### src/rtl/uart_rx_pkg.sv
// Shared definitions for the UART receive path: register map, CFG bit positions,
// memory access width codes and FSM state encodings.
package uart_rx_pkg;

    localparam logic [1:0] REG_CFG       = 2'b00;
    localparam logic [1:0] REG_DST_START = 2'b01;
    localparam logic [1:0] REG_DST_STOP  = 2'b10;
    localparam logic [1:0] REG_PTR       = 2'b11;

    localparam int CFG_RX_EN      = 1;
    localparam int CFG_RX_DONE    = 3;
    localparam int CFG_OVERRUN    = 4;
    localparam int CFG_FRAME_ERR  = 5;
    localparam int CFG_PARITY_ERR = 6;

    localparam logic [1:0] MEM_ACC_8  = 2'b00;
    localparam logic [1:0] MEM_ACC_16 = 2'b01;
    localparam logic [1:0] MEM_ACC_32 = 2'b10;

    typedef enum logic [2:0] {
        PHY_IDLE   = 3'd0,
        PHY_START  = 3'd1,
        PHY_DATA   = 3'd2,
        PHY_PARITY = 3'd3,
        PHY_STOP   = 3'd4
    } phy_state_e;

    typedef enum logic {
        DMA_IDLE = 1'b0,
        DMA_WAIT = 1'b1
    } dma_state_e;

    function automatic logic even_parity(input logic [7:0] data);
        return ^data;
    endfunction

endpackage

### src/rtl/uart_rx_phy.sv
// Serial frame receiver: 2-flop synchroniser, baud counter and frame FSM.
// With UART_RX_PARITY_EN defined, frames are 8E1 and a parity error output exists.
module uart_rx_phy
    import uart_rx_pkg::*;
#(
    parameter int CLKS_PER_BIT = 434
) (
    input  logic       clk_i,
    input  logic       rst_ni,
    input  logic       rx_i,
    output logic [7:0] rx_byte_o,
    output logic       byte_valid_o,
`ifdef UART_RX_PARITY_EN
    output logic       parity_err_o,
`endif
    output logic       frame_err_o
);

    localparam int            CW       = $clog2(CLKS_PER_BIT + 1);
    localparam logic [CW-1:0] CNT_HALF = CW'(CLKS_PER_BIT / 2);
    localparam logic [CW-1:0] CNT_FULL = CW'(CLKS_PER_BIT - 1);
    localparam logic [CW-1:0] CNT_ONE  = CW'(1);
`ifdef UART_RX_PARITY_EN
    localparam phy_state_e    AFTER_DATA = PHY_PARITY;
`else
    localparam phy_state_e    AFTER_DATA = PHY_STOP;
`endif

    logic          sync1_q, sync2_q;
    phy_state_e    state_q, state_d;
    logic [CW-1:0] cnt_q, cnt_d;
    logic [2:0]    bit_q, bit_d;
    logic [7:0]    shift_q, shift_d;
    logic          wait_hi_q, wait_hi_d;
    logic          valid_q, valid_d;
    logic          ferr_q, ferr_d;
    logic          tc_s;
`ifdef UART_RX_PARITY_EN
    logic          par_bad_q, par_bad_d;
    logic          perr_q, perr_d;
`endif

    assign tc_s = (cnt_q == '0);

    // Frame FSM next-state and event decode
    always_comb begin
        state_d   = state_q;
        cnt_d     = cnt_q;
        bit_d     = bit_q;
        shift_d   = shift_q;
        wait_hi_d = wait_hi_q;
        valid_d   = 1'b0;
        ferr_d    = 1'b0;
`ifdef UART_RX_PARITY_EN
        par_bad_d = par_bad_q;
        perr_d    = 1'b0;
`endif
        case (state_q)
            PHY_IDLE: begin
                if (!sync2_q) begin
                    state_d = PHY_START;
                    cnt_d   = CNT_HALF;
                end else begin
                    state_d = PHY_IDLE;
                end
            end
            PHY_START: begin
                if (!tc_s) begin
                    cnt_d = cnt_q - CNT_ONE;
                end else if (!sync2_q) begin
                    state_d = PHY_DATA;
                    cnt_d   = CNT_FULL;
                    bit_d   = 3'd0;
                end else begin
                    state_d = PHY_IDLE;
                end
            end
            PHY_DATA: begin
                if (tc_s) begin
                    shift_d = {sync2_q, shift_q[7:1]};
                    cnt_d   = CNT_FULL;
                    bit_d   = bit_q + 3'd1;
                    state_d = (bit_q == 3'd7) ? AFTER_DATA : PHY_DATA;
                end else begin
                    cnt_d = cnt_q - CNT_ONE;
                end
            end
`ifdef UART_RX_PARITY_EN
            PHY_PARITY: begin
                if (tc_s) begin
                    par_bad_d = sync2_q ^ even_parity(shift_q);
                    cnt_d     = CNT_FULL;
                    state_d   = PHY_STOP;
                end else begin
                    cnt_d = cnt_q - CNT_ONE;
                end
            end
`endif
            PHY_STOP: begin
                // After a low stop bit, hold here until the line is released
                if (wait_hi_q) begin
                    wait_hi_d = !sync2_q;
                    state_d   = sync2_q ? PHY_IDLE : PHY_STOP;
                end else if (!tc_s) begin
                    cnt_d = cnt_q - CNT_ONE;
                end else if (sync2_q) begin
`ifdef UART_RX_PARITY_EN
                    valid_d = !par_bad_q;
                    perr_d  = par_bad_q;
`else
                    valid_d = 1'b1;
`endif
                    state_d = PHY_IDLE;
                end else begin
                    ferr_d    = 1'b1;
                    wait_hi_d = 1'b1;
                end
            end
            default: begin
                state_d = PHY_IDLE;
            end
        endcase
    end

    // Synchroniser and frame state registers
    always_ff @(posedge clk_i or negedge rst_ni) begin
        if (!rst_ni) begin
            sync1_q   <= 1'b1;
            sync2_q   <= 1'b1;
            state_q   <= PHY_IDLE;
            cnt_q     <= '0;
            bit_q     <= 3'd0;
            shift_q   <= 8'd0;
            wait_hi_q <= 1'b0;
            valid_q   <= 1'b0;
            ferr_q    <= 1'b0;
`ifdef UART_RX_PARITY_EN
            par_bad_q <= 1'b0;
            perr_q    <= 1'b0;
`endif
        end else begin
            sync1_q   <= rx_i;
            sync2_q   <= sync1_q;
            state_q   <= state_d;
            cnt_q     <= cnt_d;
            bit_q     <= bit_d;
            shift_q   <= shift_d;
            wait_hi_q <= wait_hi_d;
            valid_q   <= valid_d;
            ferr_q    <= ferr_d;
`ifdef UART_RX_PARITY_EN
            par_bad_q <= par_bad_d;
            perr_q    <= perr_d;
`endif
        end
    end

    assign rx_byte_o    = shift_q;
    assign byte_valid_o = valid_q;
    assign frame_err_o  = ferr_q;
`ifdef UART_RX_PARITY_EN
    assign parity_err_o = perr_q;
`endif

endmodule

### src/rtl/uart_rx.sv
// UART receive path: serial PHY into a byte FIFO, drained by a write DMA into
// [DST_START, DST_STOP). Optional 8E1 framing with UART_RX_PARITY_EN.
module uart_rx
    import uart_rx_pkg::*;
#(
    parameter int M_WIDTH         = 32,
    parameter int CLOCK_FREQUENCY = 50000000,
    parameter int BAUD_RATE       = 115200,
    parameter int FIFO_DEPTH      = 8
) (
    input  logic               clk,
    input  logic               rst,
    input  logic               reg_req,
    input  logic               reg_we,
    input  logic [1:0]         reg_select,
    input  logic [M_WIDTH-1:0] reg_data_in,
    output logic [M_WIDTH-1:0] reg_data_out,
    output logic               reg_ready,
    output logic               rx_mem_req,
    input  logic               rx_mem_ready,
    output logic [M_WIDTH-1:0] rx_mem_addr,
    output logic [M_WIDTH-1:0] rx_mem_data_out,
    output logic [1:0]         rx_mem_width,
    input  logic               rx
);

    localparam int                 CLKS_PER_BIT = CLOCK_FREQUENCY / BAUD_RATE;
    localparam int                 PW           = $clog2(FIFO_DEPTH);
    localparam logic [M_WIDTH-1:0] PTR_ONE      = M_WIDTH'(1);
    localparam logic [PW:0]        FPTR_ONE     = (PW + 1)'(1);

    logic [7:0] phy_byte_s;
    logic       phy_valid_s, phy_ferr_s;

    logic [7:0]   fifo_mem_q [FIFO_DEPTH];
    logic [PW:0]  wr_ptr_q, rd_ptr_q;
    logic         fifo_empty_s, fifo_full_s, push_s, pop_s, overrun_set_s;

    dma_state_e         dma_q, dma_d;
    logic [7:0]         mem_data_q, mem_data_d;
    logic               rx_en_q, rx_en_d, overrun_q, overrun_d, frame_err_q, frame_err_d;
    logic [M_WIDTH-1:0] dst_start_q, dst_start_d, dst_stop_q, dst_stop_d, ptr_q, ptr_d;
    logic [M_WIDTH-1:0] rdata_q, rdata_d, cfg_rd_s;
    logic               ready_q, rx_done_s;
`ifdef UART_RX_PARITY_EN
    logic               phy_perr_s, parity_err_q, parity_err_d;
`endif

    uart_rx_phy #(
        .CLKS_PER_BIT(CLKS_PER_BIT)
    ) u_phy (
        .clk_i       (clk),
        .rst_ni      (rst),
        .rx_i        (rx),
        .rx_byte_o   (phy_byte_s),
        .byte_valid_o(phy_valid_s),
`ifdef UART_RX_PARITY_EN
        .parity_err_o(phy_perr_s),
`endif
        .frame_err_o (phy_ferr_s)
    );

    assign fifo_empty_s  = (wr_ptr_q == rd_ptr_q);
    assign fifo_full_s   = (wr_ptr_q[PW] != rd_ptr_q[PW]) && (wr_ptr_q[PW-1:0] == rd_ptr_q[PW-1:0]);
    assign push_s        = phy_valid_s && (!fifo_full_s || pop_s);
    assign overrun_set_s = phy_valid_s && fifo_full_s && !pop_s;
    assign rx_done_s     = (ptr_q == dst_stop_q);

    // CFG read view
    always_comb begin
        cfg_rd_s              = '0;
        cfg_rd_s[CFG_RX_EN]   = rx_en_q;
        cfg_rd_s[CFG_RX_DONE] = rx_done_s;
        cfg_rd_s[CFG_OVERRUN] = overrun_q;
        cfg_rd_s[CFG_FRAME_ERR] = frame_err_q;
`ifdef UART_RX_PARITY_EN
        cfg_rd_s[CFG_PARITY_ERR] = parity_err_q;
`endif
    end

    // DMA FSM; the head byte is captured on entry so it stays stable through WAIT
    always_comb begin
        dma_d      = dma_q;
        mem_data_d = mem_data_q;
        pop_s      = 1'b0;
        case (dma_q)
            DMA_IDLE: begin
                if (rx_en_q && !fifo_empty_s && !rx_done_s) begin
                    dma_d      = DMA_WAIT;
                    mem_data_d = fifo_mem_q[rd_ptr_q[PW-1:0]];
                end else begin
                    dma_d = DMA_IDLE;
                end
            end
            DMA_WAIT: begin
                if (rx_mem_ready) begin
                    pop_s = 1'b1;
                    dma_d = DMA_IDLE;
                end else begin
                    dma_d = DMA_WAIT;
                end
            end
            default: begin
                dma_d = DMA_IDLE;
            end
        endcase
    end

    // Register file; sticky flags favour a new event over a same-cycle clear
    always_comb begin
        rx_en_d     = rx_en_q;
        overrun_d   = overrun_q || overrun_set_s;
        frame_err_d = frame_err_q || phy_ferr_s;
`ifdef UART_RX_PARITY_EN
        parity_err_d = parity_err_q || phy_perr_s;
`endif
        dst_start_d = dst_start_q;
        dst_stop_d  = dst_stop_q;
        ptr_d       = pop_s ? (ptr_q + PTR_ONE) : ptr_q;
        rdata_d     = rdata_q;
        if (reg_req) begin
            case (reg_select)
                REG_CFG:       rdata_d = cfg_rd_s;
                REG_DST_START: rdata_d = dst_start_q;
                REG_DST_STOP:  rdata_d = dst_stop_q;
                REG_PTR:       rdata_d = ptr_q;
                default:       rdata_d = '0;
            endcase
        end else begin
            rdata_d = rdata_q;
        end
        if (reg_req && reg_we) begin
            case (reg_select)
                REG_CFG: begin
                    rx_en_d     = reg_data_in[CFG_RX_EN];
                    overrun_d   = (overrun_q && !reg_data_in[CFG_OVERRUN]) || overrun_set_s;
                    frame_err_d = (frame_err_q && !reg_data_in[CFG_FRAME_ERR]) || phy_ferr_s;
`ifdef UART_RX_PARITY_EN
                    parity_err_d = (parity_err_q && !reg_data_in[CFG_PARITY_ERR]) || phy_perr_s;
`endif
                end
                REG_DST_START: begin
                    dst_start_d = reg_data_in;
                    ptr_d       = reg_data_in;
                end
                REG_DST_STOP: dst_stop_d = reg_data_in;
                default:      rx_en_d = rx_en_q;
            endcase
        end else begin
            rx_en_d = rx_en_q;
        end
    end

    // FIFO storage
    always_ff @(posedge clk) begin
        if (push_s) begin
            fifo_mem_q[wr_ptr_q[PW-1:0]] <= phy_byte_s;
        end
    end

    // Control and register state
    always_ff @(posedge clk or negedge rst) begin
        if (!rst) begin
            wr_ptr_q    <= '0;
            rd_ptr_q    <= '0;
            dma_q       <= DMA_IDLE;
            mem_data_q  <= 8'd0;
            rx_en_q     <= 1'b0;
            overrun_q   <= 1'b0;
            frame_err_q <= 1'b0;
`ifdef UART_RX_PARITY_EN
            parity_err_q <= 1'b0;
`endif
            dst_start_q <= '0;
            dst_stop_q  <= '0;
            ptr_q       <= '0;
            rdata_q     <= '0;
            ready_q     <= 1'b0;
        end else begin
            wr_ptr_q    <= push_s ? (wr_ptr_q + FPTR_ONE) : wr_ptr_q;
            rd_ptr_q    <= pop_s ? (rd_ptr_q + FPTR_ONE) : rd_ptr_q;
            dma_q       <= dma_d;
            mem_data_q  <= mem_data_d;
            rx_en_q     <= rx_en_d;
            overrun_q   <= overrun_d;
            frame_err_q <= frame_err_d;
`ifdef UART_RX_PARITY_EN
            parity_err_q <= parity_err_d;
`endif
            dst_start_q <= dst_start_d;
            dst_stop_q  <= dst_stop_d;
            ptr_q       <= ptr_d;
            rdata_q     <= rdata_d;
            ready_q     <= reg_req;
        end
    end

    assign reg_data_out    = rdata_q;
    assign reg_ready       = ready_q;
    assign rx_mem_req      = (dma_q == DMA_WAIT);
    assign rx_mem_addr     = ptr_q;
    assign rx_mem_data_out = {{(M_WIDTH-8){1'b0}}, mem_data_q};
    assign rx_mem_width    = MEM_ACC_8;

endmodule
### config.mk
export PLATFORM = sky130hd
export DESIGN_NAME = uart_rx
export DESIGN_NICKNAME = d
export VERILOG_FILES = /design/src/rtl/uart_rx_pkg.sv /design/src/rtl/uart_rx_phy.sv /design/src/rtl/uart_rx.sv
export SDC_FILE = /design/constraint.sdc
export NUM_CORES = 1
export LEC_CHECK = 0
export CAP_MARGIN = 20
export CORE_MARGIN = 2
export CORE_UTILIZATION = 42
export CTS_BUF_LIST = sky130_fd_sc_hd__clkbuf_4
export DETAILED_ROUTE_END_ITERATION = 12
export SYNTH_ARGS = -nofsm -noshare
export SYNTH_HDL_FRONTEND = slang
export SYNTH_SLANG_ARGS = --single-unit
### constraint.sdc
create_clock -name clk -period 7.78 [get_ports clk]
set_input_delay 1.556 -clock clk [delete_from_list [all_inputs] [get_ports clk]]
set_output_delay 1.556 -clock clk [all_outputs]
set_load 0.03 [all_outputs]
Word-level counts from Yosys, hierarchy flattened
Memories as Yosys holds them, arrays and structs flattened. A register that Yosys moved wholly into a read port is not among the register bits.
Cells that the tools add are included.
{"block": "op_classes", "muxes": 45, "n_addsub": 5, "bitwise_logic": 1, "n_eq_ne": 20, "reduce_logical": 35}
{"cell": "$pmux W32 S4", "n": 1}
{"cell": "$mux W32", "n": 3}
{"cell": "$mux W9", "n": 6}
{"cell": "$pmux W9 S4", "n": 1}
{"cell": "$add A32 B1 Y32 const B", "n": 1}
{"cell": "$eq A32 B32 Y1", "n": 1}
{"cell": "$mux W3", "n": 10}
{"cell": "$mux W1", "n": 20}
{"cell": "$pmux W3 S4", "n": 1}
{"cell": "$reduce_and A2 Y1", "n": 5}
{"cell": "$logic_and A1 B1 Y1", "n": 9}
{"cell": "$logic_not A9 Y1", "n": 1}
{"cell": "$sub A9 B1 Y9 const B", "n": 1}
{"cell": "$add A4 B1 Y4 const B", "n": 2}
{"cell": "$logic_not A1 Y1", "n": 8}
{"cell": "$ne A2 B2 Y1 const B", "n": 4}
{"cell": "$reduce_and A4 Y1", "n": 2}
{"cell": "$eq A3 B3 Y1 const B", "n": 2}
{"cell": "$ne A3 B1 Y1 const B", "n": 2}
{"cell": "$pmux W3 S2", "n": 1}
{"cell": "$logic_or A1 B1 Y1", "n": 5}
{"cell": "$reduce_and A5 Y1", "n": 1}
{"cell": "$eq A2 B2 Y1 const B", "n": 2}
{"cell": "$eq A4 B4 Y1", "n": 1}
{"cell": "15 further kinds", "n": 16}
{"block": "totals", "ramBits": 64, "memories": 1, "regBits": 169}
{"name": "fifo_mem_q", "words": 8, "width": 8, "read_ports": 1, "rd_clocked_by_memory_dff": 1, "wr": 1, "line": "uart_rx.sv:35", "rtl": "logic [7:0] fifo_mem_q [FIFO_DEPTH];"}

Longest topological paths before layout
{"block": "logic_depth", "word_depth": 7, "ltp_mapped": 8, "mapped_depth_nobuf": 7}

Hierarchy
A second synthesis with hierarchy kept.
{"block": "hier_totals", "cells_unflattened": 922, "area_unflattened_um2": 11177.0}
{"mod": "uart_rx", "cells_per_inst": 789, "instances": 1, "area_each_um2": 9734.3}
{"mod": "uart_rx_phy", "cells_per_inst": 133, "instances": 1, "area_each_um2": 1442.6}

Least setup slack after synthesis
Ideal clock, no wire load.
{"block": "synth_timing", "kind": "input to register", "startpoint": "input rx_mem_ready", "endpoint": "memory fifo_mem_q[2][0] (enable)", "path_buffers": 0, "arrival_ns": 2.919, "setup_ns": 0.385, "stages": 4, "required_time_ns": 7.395, "path_slack_ns": 4.476, "cell_sequence": "nand2_1 > a31oi_1 > nand2b_1 > nor3b_1"}
{"block": "synth_between", "elab_chain_len": 6}
{"element": "from (decl)", "line": "uart_rx.sv:20", "rtl": "input logic rx_mem_ready,"}
{"element": "$mux W1", "line": "uart_rx.sv:96", "rtl": "if (rx_mem_ready) begin"}
{"element": "$mux W1", "line": "uart_rx.sv:86", "rtl": "case (dma_q)"}
{"element": "$logic_or A1 B1 Y1", "line": "uart_rx.sv:65", "rtl": "assign push_s = phy_valid_s && (!fifo_full_s || pop_s);"}
{"element": "$logic_and A1 B1 Y1", "line": "uart_rx.sv:65"}
{"element": "$mux W1", "line": "uart_rx.sv:156", "rtl": "if (push_s) begin"}
{"element": "$mux W1 (implied by the code)", "line": "uart_rx.sv:157", "rtl": "fifo_mem_q[wr_ptr_q[PW-1:0]] <= phy_byte_s;"}
{"element": "to (decl)", "line": "uart_rx.sv:35"}
Every way passes these cells.

Worst setup path after layout
{"block": "layout_timing", "startpoint": "register ptr_q[19], in the netlist rx_mem_addr[19]", "endpoint": "output rx_mem_addr[19]"}
{"element": "from (decl)", "line": "uart_rx.sv:42", "rtl": "logic [M_WIDTH-1:0] dst_start_q, dst_start_d, dst_stop_q, dst_stop_d, ptr_q, ptr_d;"}
{"element": "from (signal assigned)", "line": "uart_rx.sv:192", "rtl": "ptr_q <= ptr_d;"}
{"element": "to (decl)", "line": "uart_rx.sv:21", "rtl": "output logic [M_WIDTH-1:0] rx_mem_addr,"}
No word-level cell between the ends.

==> results.md <==
- The part of the total power dissipated in the clock network is 0.308.
- The count of port buffers added during placement is 113.
- The total global routing overflow is 0.
- The DRC violation count after routing is 0.
- The total vias in the final route is 7628.
- The critical path goes through clkdlybuf4s50_1.
- Clock-pin slew was measured on the worst setup and hold paths at 0.06 ns.
- The startpoint class of the critical path is a register.
- The clock root buffer is sky130_fd_sc_hd__clkbuf_4.
- The minimum setup slack among reg-to-reg paths is between 4 and 5 ns.
- At the placement stage, the worst setup path has a slack of around 3.6 ns.
- The clock skew after layout is 0.0505 ns.
- The clock net in this run drives a total of 241 sinks.
- Of the total power, the share spent switching nets is 0.326.
- Cell internal power was estimated by the tool at 2650 uW.
- For the pin with the worst max-slew slack, the measured transition is 1.00 ns.
- The top cell types in the final layout, fill and taps aside, are 175 x sky130_fd_sc_hd__dfrtp_1, 124 x sky130_fd_sc_hd__nand2_1, 111 x sky130_fd_sc_hd__clkdlybuf4s50_1.
- The worst slew margin relative to its limit is 0.333.
- The number of buffers inserted to repair setup after CTS is 0.
- Measured along the y axis, the die boundary spans 167 um.
- For this run, asynchronously set or reset flops after synthesis account for 0.734.
- The final worst slack is 4.27 ns.
- The worst hold path belongs to the class reg -> reg.
- The number of buffers created by CTS is approximately 70.
- In this run the remaining antenna-violating nets after routing total 0.
- The start-to-end type of the worst setup path is reg -> out.
- The number of endpoints with negative hold slack in the final report is 0.
- In this run the critical register-to-register path is captured at fifo_mem_q[6][3].
- Leaving out fill and tap cells, the most frequent cell in the layout is sky130_fd_sc_hd__dfrtp_1.
- Clock latency on the worst-skew pair, taken at its later pin, is 0.69 ns.
- The gate count after technology mapping is 926.
- The routed wire length is 26800 um.
- The final routed wire length divided by cell count is between 15 and 20 um.
- The first global-routing pass estimated ~43000 um of wire.
- Yosys printed 0 warnings.
- Counting both buffers and inverters, the worst setup path holds a total of 1.
- The worst reg-to-reg path cell count is 5.
- The clock tree from TritonCTS is yes.
- The startpoint identified for the worst register-to-register timing path is rd_ptr_q[1].
- In this run the worst path has a maximum fanout of 8.
- The run finished with clean final reports.
- Dividing the final minimum period by the clock period gives 0.451.
- Power spread over the standard cell area amounts to 291 nW/um^2.
- The via count of the first global-routing pass is 7874.
- Before antenna repair, the detailed router went through 5 iterations.
- Summing every instance area after synthesis gives 11200 um^2.
- In the final layout, the share of cells above drive strength 1 is 0.230.
- The largest buffer count on any clock path is 3.
- The total area inside the core boundary comes to 26100 um^2.
- A synthesized cell averages 12.1 um^2.
- Data on the critical path is required at its endpoint by 6.22 ns.
- STA classifies the critical path endpoint as an output port.
- In this run, synthesis inferred 64 flip-flops with an integrated enable.
- The slowest stage of the critical path is the sky130_fd_sc_hd__clkdlybuf4s50_1 cell.
- At the end of routability-driven placement, the weighted congestion stood at 0.799.
- STA puts the critical path data arrival time at 1.95 ns.
- The number of fill cells in the layout is ~2.4k.
- IR analysis of the VDD net gives a maximum drop of 0.123 mV.
- The beginning of the critical path is rx_mem_addr[19].
- The synthesized design contains 241 register bits.
- The number of H-tree branching levels is 3.
- The number of hold buffers added after CTS was 0.
- The ratio of routed vias to standard cells is 5.24.
- Entering global routing, the biggest net connects 72 pins.
- The overall global routing resource usage is 0.198.
- The highest clock frequency the design can meet is approximately 0.28 GHz.
- 140 I/O pins were placed.
- Across the run, the number of max-cap violations was 0.
- The sequential group share of total power is 0.428.
- Among all flip-flop cells after synthesis, the most frequent one is sky130_fd_sc_hd__dfrtp_1.
- The sequential-to-total area share from yosys stat is 0.569.
- The logic depth of the worst setup path including buffers is 1.
- The area added between synthesis and finish is 20.6%.
- The starting density of the core is 0.428.
- The setup violation total in the final timing report is 0.
- The clock period could shrink to 3.51 ns.
- Of the total power, combinational logic draws 0.264.
- From left edge to right edge, the die measures 167 um.
- The initial detailed-routing violation count is approximately 390.
- The max-slew violation count is 0.
- The critical path ends at rx_mem_addr[19].
- Synthesis instantiated 59 different standard cells from the library.
- The floorplan die area is 27900 um^2.
- In this run the static leakage power is 0.00570 uW.
- In this run the core area contains 59 standard-cell rows.
- The number of antenna violations at the first check in global routing is 3.
- The kind of cell with the highest combined delay on the critical path is buffers and inverters.
- The largest stage delay on the critical path is about 0.74 ns.
- The reported net switching power is roughly 1300 uW.
- The quantity of gates resized following cts is 0.
- The setup TNS after final layout is 0 ns.
- After legalization and detailed placement, the total HPWL measured 17600 um.
- Setup repair after global routing left no endpoint under its margin.
- At the end of the flow, the number of nets in the layout was 1118.
## synth_stat cells, drive strengths merged (2+ instances only)
cell	count	area (um^2)
ha	7	87.6
nor2	71	267
or3	2	12.5
and4	7	61.3
dfrtp	175	4380
a221oi	29	254
or4	2	18.8
nand2	124	465
nand2b	2	12.5
nor4	15	115
a31oi	3	18.8
inv	18	67.6
edfxtp	64	1920
a21o	2	15.0
o21ai	46	234
buf	39	260
nand3	12	72.6
clkbuf	39	146
mux4	19	428
nor4b	3	26.3
mux2i	2	20.0
a22o	6	52.6
dfstp	2	52.6
xor2	50	438
nor3	18	115
nor3b	6	45.0
mux2	90	1010
and3	6	37.5
xnor2	24	210
and2	3	18.8
a21oi	3	15.0
nor2b	5	31.3
a22oi	7	57.6
nand4	12	81.3
## sequential cells by signal, indices dropped and copies added (netlist names), 3 cells and up
signal	cells
rx_mem_addr	32
dst_stop_q	32
mem_data_q	8
u_phy.rx_byte_o	8
reg_data_out	32
u_phy.state_q	3
u_phy.bit_q	3
fifo_mem_q	64
wr_ptr_q	4
dst_start_q	32
rd_ptr_q	4
u_phy.cnt_q	9
## metal layers
layer | up-vias | global-route usage | routed length (um)
met4 | 0 | 0.0802 | 749
met1 | 3780 | 0.261 | 11700
met5 | - | 0 | 0
li1 | 3594 | - | -
met3 | 57 | 0.0482 | 1420
met2 | 197 | 0.316 | 13000
## power groups by stage
stage | logic (uW) | clock network (uW) | registers (uW)
after floorplan | 548 | 0 | 1800
after global placement | 1040 | 0 | 1700
after detailed placement | 1050 | 0 | 1710
after CTS | 1050 | 1250 | 1680
after global routing | 1120 | 1320 | 1710
final | 1040 | 1210 | 1680
## logic make-up after synthesis
| logic type | count (synthesis) | share of synthesized area |
|---|---|---|
| buffers and inverters | 96 | 0.0425 |
| DFF | 241 | 0.569 |
| xor gates and xnor gates | 74 | 0.0581 |
| muxes | 111 | 0.131 |
| adders and majority gates | 7 | 0.00784 |
| and+or+nand+nor | 292 | 0.127 |
| other | 1 | 0.000336 |
| AOI/OAI and AO/OA | 104 | 0.0646 |
## cell type report
class / count / area [um^2] / area share
inverter: 18 / 67.6 / 0.00502
clock buffer: 103 / 773 / 0.0574
sequential: 241 / 6350 / 0.472
multi-input combinational: 614 / 4440 / 0.330
timing repair buffer: 128 / 1270 / 0.0945
clock inverter: 14 / 126 / 0.00938
antenna: 4 / 10.0 / 0.000743
tap: 335 / 419 / 0.0311
## worst min path at each step
stage	from	end	slack (ns)	cells after the start
final	u_phy.sync1_q	u_phy.sync2_q	0.36	0
after global routing	u_phy.sync1_q	u_phy.sync2_q	0.36	0
after CTS	u_phy.sync1_q	u_phy.sync2_q	0.36	0
after detailed placement	u_phy.sync1_q	u_phy.sync2_q	0.35	0
after global placement	u_phy.sync1_q	u_phy.sync2_q	0.35	0
after floorplan	u_phy.sync1_q	u_phy.sync2_q	0.35	0
## metrics by stage
step,cells,cell area (um^2),hold slack (ns),utilization,power [uW]
2_1_floorplan,951,11300,0.345,-,2350
3_3_place_gp,1334,12500,0.348,0.480,2740
3_5_place_dp,1336,12600,0.348,0.482,2750
4_1_cts,1453,13500,0.356,0.516,3980
5_1_grt,1455,13500,0.357,0.517,4150
6_report,1457,13500,0.356,0.517,3920
Note: power is estimated with default switching activity, not from simulation.
